==> src/rtl/uart_pkg.sv <==
// Shared UART definitions for the transmitter and receiver.
// Latency: n/a (types and constants only).
// Backpressure: n/a.
package uart_pkg;

   // Line state machine encoding, shared so both directions decode alike
   typedef enum logic [1:0] {
      IDLE_ST  = 2'd0,
      START_ST = 2'd1,
      DATA_ST  = 2'd2,
      STOP_ST  = 2'd3
   } uart_state_t;

   // 115200 baud from a 125 MHz clock
   localparam int UART_CLKS_PER_BIT = 1085;

   // 8N1 framing: eight data bits, no parity, one stop bit
   localparam int UART_DATA_BITS = 8;

endpackage

==> src/rtl/uart_tx_fifo.sv <==
// Synchronous show-ahead FIFO buffering bytes ahead of the serialiser.
// Latency: a pushed entry is visible on rdata/empty the cycle after the push edge.
// Backpressure: pushes while full and pops while empty are ignored internally.
module uart_tx_fifo #(
   parameter int DATA_W = 8,
   parameter int DEPTH  = 4
) (
   input  logic                     clk,
   input  logic                     rst,
   input  logic                     push,
   input  logic                     pop,
   input  logic [DATA_W-1:0]        wdata,
   output logic [DATA_W-1:0]        rdata,
   output logic                     full,
   output logic                     empty,
   output logic [$clog2(DEPTH):0]   count
);

   localparam int AW = $clog2(DEPTH);

   logic [DATA_W-1:0] mem [DEPTH];
   logic [AW-1:0]     wr_ptr;
   logic [AW-1:0]     rd_ptr;
   logic              do_push;
   logic              do_pop;

   // Full/empty come straight from the registered count, so a push on the
   // same edge as a pop from a full FIFO is still refused.
   assign full    = (count == (AW+1)'(DEPTH));
   assign empty   = (count == '0);
   assign do_push = push && !full;
   assign do_pop  = pop && !empty;
   assign rdata   = mem[rd_ptr];

   // Storage array; contents need no reset because count gates visibility
   always_ff @(posedge clk) begin
      if (do_push) begin
         mem[wr_ptr] <= wdata;
      end
   end

   // Pointers wrap naturally at the power-of-two depth; count tracks occupancy
   always_ff @(posedge clk) begin
      if (rst) begin
         wr_ptr <= '0;
         rd_ptr <= '0;
         count  <= '0;
      end else begin
         if (do_push) begin
            wr_ptr <= wr_ptr + 1'b1;
         end
         if (do_pop) begin
            rd_ptr <= rd_ptr + 1'b1;
         end
         case ({do_push, do_pop})
            2'b10:   count <= count + 1'b1;
            2'b01:   count <= count - 1'b1;
            default: count <= count;
         endcase
      end
   end

endmodule

==> src/rtl/uart_tx.sv <==
// UART 8N1 transmitter: buffers bytes in a small FIFO and shifts them out LSB first on txd.
// Latency: byte pushed on edge E pops on E+1 with the start bit driven from E+1; frame is 10 bit times.
// Backpressure: tx_ready = !full from registered count; producer holds tx_data while tx_ready is low.
module uart_tx
   import uart_pkg::*;
#(
   parameter int CLKS_PER_BIT = UART_CLKS_PER_BIT,
   parameter int FIFO_DEPTH   = 4
) (
   input  logic                          clk,
   input  logic                          rst,
   input  logic [7:0]                    tx_data,
   input  logic                          tx_valid,
   output logic                          tx_ready,
   output logic                          txd,
   output logic                          tx_busy,
   output logic [$clog2(FIFO_DEPTH):0]   fifo_count
);

   localparam int CNT_W = (CLKS_PER_BIT > 1) ? $clog2(CLKS_PER_BIT) : 1;

   uart_state_t                state;
   logic [CNT_W-1:0]           clk_cnt;
   logic [2:0]                 bit_idx;
   logic [UART_DATA_BITS-1:0]  shift;

   logic                       fifo_full;
   logic                       fifo_empty;
   logic [7:0]                 fifo_rdata;
   logic                       push;
   logic                       pop;
   logic                       bit_done;

   assign tx_ready = !fifo_full;
   assign push     = tx_valid && tx_ready;
   assign bit_done = (clk_cnt == CNT_W'(CLKS_PER_BIT - 1));

   // A new frame is fetched either from idle or exactly as a stop bit ends,
   // which gives back-to-back frames with no idle gap.
   assign pop = !fifo_empty &&
                ((state == IDLE_ST) || ((state == STOP_ST) && bit_done));

   uart_tx_fifo #(
      .DATA_W (8),
      .DEPTH  (FIFO_DEPTH)
   ) u_fifo (
      .clk   (clk),
      .rst   (rst),
      .push  (push),
      .pop   (pop),
      .wdata (tx_data),
      .rdata (fifo_rdata),
      .full  (fifo_full),
      .empty (fifo_empty),
      .count (fifo_count)
   );

   // Frame sequencer: txd and tx_busy are registered so the line never glitches
   always_ff @(posedge clk) begin
      if (rst) begin
         state   <= IDLE_ST;
         clk_cnt <= '0;
         bit_idx <= '0;
         shift   <= '0;
         txd     <= 1'b1;
         tx_busy <= 1'b0;
      end else begin
         case (state)
            IDLE_ST: begin
               txd     <= 1'b1;
               tx_busy <= 1'b0;
               clk_cnt <= '0;
               bit_idx <= '0;
               if (pop) begin
                  shift   <= fifo_rdata;
                  txd     <= 1'b0;
                  tx_busy <= 1'b1;
                  state   <= START_ST;
               end
            end

            START_ST: begin
               if (bit_done) begin
                  clk_cnt <= '0;
                  txd     <= shift[0];
                  state   <= DATA_ST;
               end else begin
                  clk_cnt <= clk_cnt + 1'b1;
               end
            end

            DATA_ST: begin
               if (bit_done) begin
                  clk_cnt <= '0;
                  if (bit_idx != 3'd7) begin
                     shift   <= shift >> 1;
                     bit_idx <= bit_idx + 1'b1;
                     txd     <= shift[1];
                  end else begin
                     bit_idx <= '0;
                     txd     <= 1'b1;
                     state   <= STOP_ST;
                  end
               end else begin
                  clk_cnt <= clk_cnt + 1'b1;
               end
            end

            STOP_ST: begin
               if (bit_done) begin
                  clk_cnt <= '0;
                  if (pop) begin
                     shift <= fifo_rdata;
                     txd   <= 1'b0;
                     state <= START_ST;
                  end else begin
                     txd     <= 1'b1;
                     tx_busy <= 1'b0;
                     state   <= IDLE_ST;
                  end
               end else begin
                  clk_cnt <= clk_cnt + 1'b1;
               end
            end

            default: begin
               state   <= IDLE_ST;
               clk_cnt <= '0;
               bit_idx <= '0;
               txd     <= 1'b1;
               tx_busy <= 1'b0;
            end
         endcase
      end
   end

endmodule

==> config.mk <==
export PLATFORM = sky130hd
export DESIGN_NAME = uart_tx
export DESIGN_NICKNAME = d
export VERILOG_FILES = /design/src/rtl/uart_pkg.sv /design/src/rtl/uart_tx_fifo.sv /design/src/rtl/uart_tx.sv
export SDC_FILE = /design/constraint.sdc
export NUM_CORES = 1
export LEC_CHECK = 0
export BUFFER_PORTS_ARGS = -buffer_cell sky130_fd_sc_hd__buf_2
export CORE_MARGIN = 5
export CORE_UTILIZATION = 50
export CTS_CLUSTER_DIAMETER = 80
export DETAILED_ROUTE_END_ITERATION = 6
export PLACE_DENSITY_LB_ADDON = 0.08
export SYNTH_ARGS = -nofsm -noshare
export SYNTH_HDL_FRONTEND = slang
export SYNTH_HIERARCHICAL = 1
export SYNTH_SLANG_ARGS = --single-unit
==> constraint.sdc <==
create_clock -name clk -period 3.5 [get_ports clk]
set_input_delay 0.175 -clock clk [delete_from_list [all_inputs] [get_ports clk]]
set_output_delay 0.175 -clock clk [all_outputs]
set_load 0.01 [all_outputs]
==> out/qor.txt, run 1 <==
Final period util -> 0.7631
Met2 wire length -> 2392 um
First-pass GRT wire length -> 8583 um
Vias in the first global route -> 1,814
Post-synth EDFFs -> 32
Maximum root-to-sink buffer count -> 2
Hold endpoint -> u_fifo/mem[0][3]
Worst-Skew Late Latency -> 0.34 ns
Run status -> finished, final reports clean
Reg2Reg Depth -> 11
Reg2reg end -> u_fifo/count[2]
Die area -> 7926 um^2
Lkg Pwr -> 1.269 nW
Yosys cell types -> 51
Register area share after synthesis -> 0.5321
Die width -> 89.03 um
Port bufs -> 16
Initial core utilization -> 0.5213
Wire length on met3 -> 158 um
Global route overflow -> 0
Crit Path Category -> flop to flop
Post-synth ARST share -> 0
RSZ-0062 raised after global routing -> no
Post-CTS Resized -> 0
Post-CTS Hold Buffers -> 0
Critical Path End Type -> flop
Synth area leaders -> edfxtp_1 31%, dfxtp_1 22%, ha_1 6.0%
Root Buffer -> clkbuf_8
Layout Cells excl Fill -> 353
Maximum vdd ir drop -> 351.2 uV
Total CTS buffers -> 9
Syn nets -> 283
Core area -> 5991 um^2
Synth Cell Area -> 3123 um^2
Post-Synth Simple-Gate Area -> 0.1438
Top layer in use -> met4
XOR/XNOR Fraction of Synth Area -> 0.03365
Setup tns final -> 0 ns
I/O pin count -> 17
Mapped Cells -> 256
Multi-input gate area -> 1339 um^2
Post-CTS setup buffer count -> 0
Yosys top cell area share -> 0.3077
Routed wire per std cell -> 14.53 um
Initial antenna violation count -> 0
PD cells -> 750.8 nW/um^2
Most frequent cell after synthesis -> dfxtp_1
Min Clock Period, post-route -> 2.671 ns
Largest net degree at the start of global routing -> 20
Min-delay src -> tx_data[3]
Final hold vios -> 0
Final total power -> 0.002591 W
Syn. warnings -> 6
Layout cell share with drive strength beyond 1 -> 0.2302
Pre-Repair DR Iteration Count -> 4
Sink Count -> 67
WL final -> 5130 um
Hold crit path type -> primary input to flop
DRC errors left -> 0
Placed instance count -> 337
Slew margin rel. -> 0.4989
CTS tree -> built
Placed wire-length estimate -> 3599 um
Area Overhead vs Synth -> 10.50%
Clock skew -> 0.006985 ns
H-Tree Depth -> 3
Clock-pin slew on the worst setup and hold paths -> 0.07 ns
Total of max-cap violations -> 0
Top FF cell, synth -> dfxtp_1
Vias per Instance -> 5.292
Die Y-Extent -> 89.03 um
Synth Area in Compound Gates -> 0.07612
R2R Setup Slk -> 0.83 ns
Worst setup SP type -> flop
Crit path max fanout -> 5
Crit path DAT -> 2.94 ns
Setup violators final -> 0
Iteration-0 DRC Markers -> 164
Met1 wire length -> 2478 um
Slew @ Worst Pin -> 0.7517 ns
Commonest cells post-synth -> 35 x dfxtp_1, 32 x edfxtp_1, 19 x nand2_1
F_max -> 0.3744 GHz
Final slew viol count -> 0
Via Count -> 1,868
Worst Path Required -> 3.77 ns
Synth area leader -> edfxtp_1
Main combinational cell family by area after synthesis -> simple AND/OR/NAND/NOR gates
Fill cells -> 498
Register cell area after layout -> 1662 um^2
Post-Synth Adder-Cell Area -> 0.06651
Worst r2r src -> state[0]
Tot GR Track Use -> 0.1458
Site Rows -> 28
Count of state elements after synthesis -> 67
WHS Path Cells -> 1
Antenna fix cells -> 0
Remaining antenna violation count -> 0
Mux contribution to synthesized area -> 0.1086
Fin nets -> 300
Final Wtd Congestion -> 0.8035
Syn Area/Cell -> 12.20 um^2
through the flow:
stage                     worst slack (ns)  hold WS, ns  utilization  cell area, um^2
final                               0.8291      0.04823       0.5760             3451
after CTS                           0.8280      0.03064       0.5760             3451
after global placement              0.9440       0.3928       0.5399             3234
after global routing                0.6848      0.02698       0.5760             3451
after floorplan                      1.049       0.2739            -             3123
after detailed placement            0.8154       0.3923       0.5399             3234
how the worst max path moves through the flow:
stage                     startpoint               to  slack, ns  cells past startpoint
final                       state[0]  u_fifo/count[2]       0.83                     11
after floorplan           clk_cnt[0]  u_fifo/count[2]       1.05                     12
after CTS                   state[0]  u_fifo/count[2]       0.83                     11
after detailed placement    state[0]  u_fifo/count[2]       0.82                     11
after global routing        state[0]  u_fifo/count[2]       0.68                     11
after global placement      state[0]  u_fifo/count[2]       0.94                     11
registers in the layout, summed over array words and instances, names as in the netlist, named ones only:
| register | count |
|---|---|
| txd | 1 |
| u_fifo/rd_ptr | 2 |
| u_fifo/wr_ptr | 2 |
| tx_busy | 1 |
| u_fifo/count | 3 |
| shift | 8 |
| clk_cnt | 11 |
| state | 2 |
| u_fifo/mem | 32 |
| bit_idx | 3 |
power breakdown:
part	total (W)	leakage [nW]	switching, W	internal (W)
Sequential	0.00106	0.578	0.0000990	0.000960
Clock	0.000690	0.103	0.000292	0.000398
Combinational	0.000842	0.588	0.000449	0.000393
Total	0.00259	1.27	0.000840	0.00175
cell type report:
type,instances,share of cell area
Tap cell,75,0.02719
Sequential cell,67,0.4815
Timing Repair Buffer,16,0.02321
Clock inverter,7,0.02683
Inverter,16,0.01740
Clock buffer,9,0.03590
Multi-Input combinational cell,163,0.3880
placed cells by master (no fill, tap or decap), types with 4 or more instances in the layout:
| cell type | n |
|---|---|
| xnor2_1 | 4 |
| o21ai_0 | 7 |
| xor2_1 | 8 |
| nor2_1 | 14 |
| nand3_1 | 5 |
| buf_2 | 16 |
| ha_1 | 15 |
| clkbuf_8 | 9 |
| mux2_2 | 7 |
| nand2_1 | 19 |
| nor2_2 | 10 |
| dfxtp_1 | 35 |
| mux4_2 | 8 |
| inv_1 | 16 |
| and2_1 | 4 |
| a21oi_1 | 6 |
| nand2b_1 | 4 |
| edfxtp_1 | 32 |
| mux2i_1 | 8 |
| nor2b_1 | 6 |
metal layers:
metal	vias up	GRT usage
met4	0	0.06901
met5	-	0
met2	29	0.2328
li1	952	-
met3	9	0.03871
met1	878	0.1852
critical path: stages (launching register included):
cell and delay [ns]:
dfxtp_1 0.42, ha_1 0.25, nor2b_1 0.20, a41o_1 0.33, o31ai_1 0.15, inv_1 0.08
ha_1 0.16, inv_1 0.06, fa_1 0.37, xor2_1 0.15, or3_1 0.30, a21oi_1 0.14
cell families (layout without fill, tap and decap cells):
logic type | Yosys count | count (layout)
buffers and inverters | 26 | 48
AOI/OAI and AO/OA | 32 | 32
muxes | 23 | 23
xor gates and xnor gates | 12 | 12
and+or+nand+nor | 80 | 80
DFF | 67 | 67
adders and majority gates | 16 | 16
No activity file was read; power rests on OpenSTA's default activity.
==> run 2: changes to the inputs <==
clock period = 2.2 ns   (was 3.5 ns; I/O delays follow)
==> run 2 against run 1 <==
Compared with the run above:
- the flow now finishes with violations (negative setup slack)
- non-clock buffer count up 36
- critical path depth up 1
- total power up 65%
- cell area up 9.2%
- die area unchanged
- wire length up 6.7%
- global-route usage up 1.3 points
- register-to-register slack worse by 0.89 ns
- combinational power up 100%
- count of clock-buffer cells in the layout unchanged
- sequential share of layout area down 3.9 points
- critical endpoint unchanged
- highest routed layer unchanged
==> out/qor.txt, run 2 (synthesis results as in run 1) <==
Reg2Reg Depth -> 12 (was 11)
RSZ-0062 raised after global routing -> yes (was no)
Post-CTS setup buffer count -> 0 (unchanged)
Min Clock Period, post-route -> 2.265 ns (was 2.671 ns)
Worst r2r src -> clk_cnt[0] (was state[0])
Initial core utilization -> 0.5213 (unchanged)
Leading cell type in the layout, fill and taps excluded -> edfxtp_1 (was dfxtp_1)
Layout Cells excl Fill -> 389 (was 353)
Final Wtd Congestion -> 0.7956 (was 0.8035)
Initial antenna violation count -> 0 (unchanged)
Fill cells -> 484 (was 498)
Sink Count -> 67 (unchanged)
Clock skew -> 0.008950 ns (was 0.006985 ns)
Final total power -> 0.004270 W (was 0.002591 W)
Port bufs -> 16 (unchanged)
Final hold vios -> 0 (unchanged)
Slew margin rel. -> 0.7015 (was 0.4989)
WL final -> 5472 um (was 5130 um)
Tot GR Track Use -> 0.1589 (was 0.1458)
Hold endpoint -> bit_idx[2] (was u_fifo/mem[0][3])
Setup violators final -> 1 (was 0)
Site Rows -> 28 (unchanged)
Placed wire-length estimate -> 3912 um (was 3599 um)
Most flop-heavy register -> u_fifo/mem (unchanged)
H-Tree Depth -> 3 (unchanged)
Via Count -> 2,010 (was 1,868)
Worst-Skew Late Latency -> 0.34 ns (about the same)
Slew @ Worst Pin -> 0.4477 ns (was 0.7517 ns)
Fin nets -> 336 (was 300)
Final WS setup -> -0.06469 ns (was 0.8291 ns)
Vias per Instance -> 5.167 (was 5.292)
Maximum vdd ir drop -> 746.2 uV (was 351.2 uV)
Hold crit path type -> primary input to flop (unchanged)
Run status -> finished, violations left (was finished, final reports clean)
Crit path DAT -> 2.53 ns (was 2.94 ns)
Largest net degree at the start of global routing -> 20 (unchanged)
Worst setup SP type -> flop (unchanged)
Largest registers -> u_fifo/mem x32, clk_cnt x11, shift x8 (unchanged)
M3 GR Usage -> 0.03594 (was 0.03871)
Crit Path Category -> flop to flop (unchanged)
Most frequent cells in the layout -> 32 x edfxtp_1, 30 x dfxtp_1, 28 x buf_4 (was 35 x dfxtp_1, 32 x edfxtp_1, 19 x nand2_1)
I/O pin count -> 17 (unchanged)
Core area -> 5991 um^2 (unchanged)
Routed wire per std cell -> 14.07 um (was 14.53 um)
Placed standard-cell area -> 3485 um^2 (was 3234 um^2)
Crit path max fanout -> 2 (was 5)
Critical Path End Type -> flop (unchanged)
Lkg Pwr -> 1.433 nW (was 1.269 nW)
R2R Setup Slk -> -0.06 ns (was 0.83 ns)
Final period util -> 1.029 (was 0.7631)
Fin area -> 3769 um^2 (was 3451 um^2)
Largest register FFs -> 32 (unchanged)
Reg2reg end -> u_fifo/count[2] (unchanged)
Total of max-cap violations -> 0 (unchanged)
Clock-pin slew on the worst setup and hold paths -> 0.08 ns (was 0.07 ns)
Pre-CTS setup slack -> -0.07374 ns (was 0.8154 ns)
Final core utilization -> 0.6291 (was 0.5760)
F_max -> 0.4416 GHz (was 0.3744 GHz)
Area Overhead vs Synth -> 20.67% (was 10.50%)
Iteration-0 DRC Markers -> 88 (was 164)
Layout cell share with drive strength beyond 1 -> 0.3471 (was 0.2302)
Antenna fix cells -> 0 (unchanged)
Remaining antenna violation count -> 0 (unchanged)
Met2 usage -> 0.2456 (was 0.2328)
Die area -> 7926 um^2 (unchanged)
Global routing usage on met1 -> 0.2131 (was 0.1852)
Worst Path Required -> 2.46 ns (was 3.77 ns)
PD cells -> 1133 nW/um^2 (was 750.8 nW/um^2)
First-pass GRT wire length -> 9425 um (was 8583 um)
DRC errors left -> 0 (unchanged)
Global route overflow -> 0 (unchanged)
Total CTS buffers -> 9 (unchanged)
Maximum root-to-sink buffer count -> 2 (unchanged)
Die Y-Extent -> 89.03 um (unchanged)
Violated checks -> negative setup slack
Vias in the first global route -> 1,984 (was 1,814)
Min-delay src -> rst (was tx_data[3])
GRT Max-Usage Layer -> met2 (unchanged)
WHS Path Cells -> 2 (was 1)
Die width -> 89.03 um (unchanged)
Pre-Repair DR Iteration Count -> 4 (unchanged)
Placed instance count -> 365 (was 337)
Final slew viol count -> 0 (unchanged)
Root Buffer -> clkbuf_8 (unchanged)
CTS tree -> built (unchanged)
run 2: layer usage:
metal	up-vias	routed length, um	share of wire
li1	1027	-	-
met1	954	2670	0.49
met2	21	2579	0.47
met3	8	141	0.026
met4	0	80	0.015
met5	-	0	0
run 2: report_power, final:
| part | internal [W] | switching, W | total (W) |
|---|---|---|---|
| sequential | 0.00153 | 0.0000960 | 0.00163 |
| combinational | 0.000843 | 0.000863 | 0.00171 |
| clock | 0.000428 | 0.000506 | 0.000934 |
run 2: critical path, stage by stage, from the launching register on:
cell	delay (ns)
dfxtp_2	0.33
inv_2	0.06
ha_4	0.12
and4bb_4	0.24
a41o_4	0.21
o31ai_4	0.07
inv_1	0.07
ha_2	0.18
inv_2	0.04
fa_2	0.32
xor2_1	0.15
or3_1	0.30
a21oi_1	0.12
run 2: layout make-up:
class,instances,area (um^2),area share
Clock inverter,7,58.81,0.01560
Clock buffer,9,123.9,0.03287
Tap cell,75,93.84,0.02490
Sequential cell,67,1668,0.4426
Inverter,16,60.06,0.01594
Multi-Input combinational cell,163,1394,0.3699
Timing Repair Buffer,52,370.4,0.09827
run 2: what timing repair did:
action / 4_1_cts / 5_1_grt
hold buffers: 8 / 0
endpoints found under the hold margin: 32 / 0
endpoints found under the setup margin: 1 / 2
resized for setup: 1 / 7
cloned: 0 / 0
run 2: how the worst max path moves through the flow:
stage	depth (start not counted)	slack, ns	from	endpoint
floorplan	12	-0.10	clk_cnt[0]	u_fifo/count[2]
global placement	12	-0.009	clk_cnt[0]	u_fifo/count[2]
detailed placement	12	-0.07	clk_cnt[0]	u_fifo/count[2]
CTS	12	-0.1	clk_cnt[0]	u_fifo/count[2]
global route	12	-0.15	clk_cnt[0]	u_fifo/count[2]
finish	12	-0.06	clk_cnt[0]	u_fifo/count[2]
run 2: through the flow:
step	hold WS [ns]	TNS (ns)
after floorplan	0.2089	-0.1041
after global placement	0.3261	-0.009318
after detailed placement	0.3283	-0.07374
after CTS	0.1498	-0.09796
after global routing	0.1635	-0.2114
final	0.1589	-0.06469
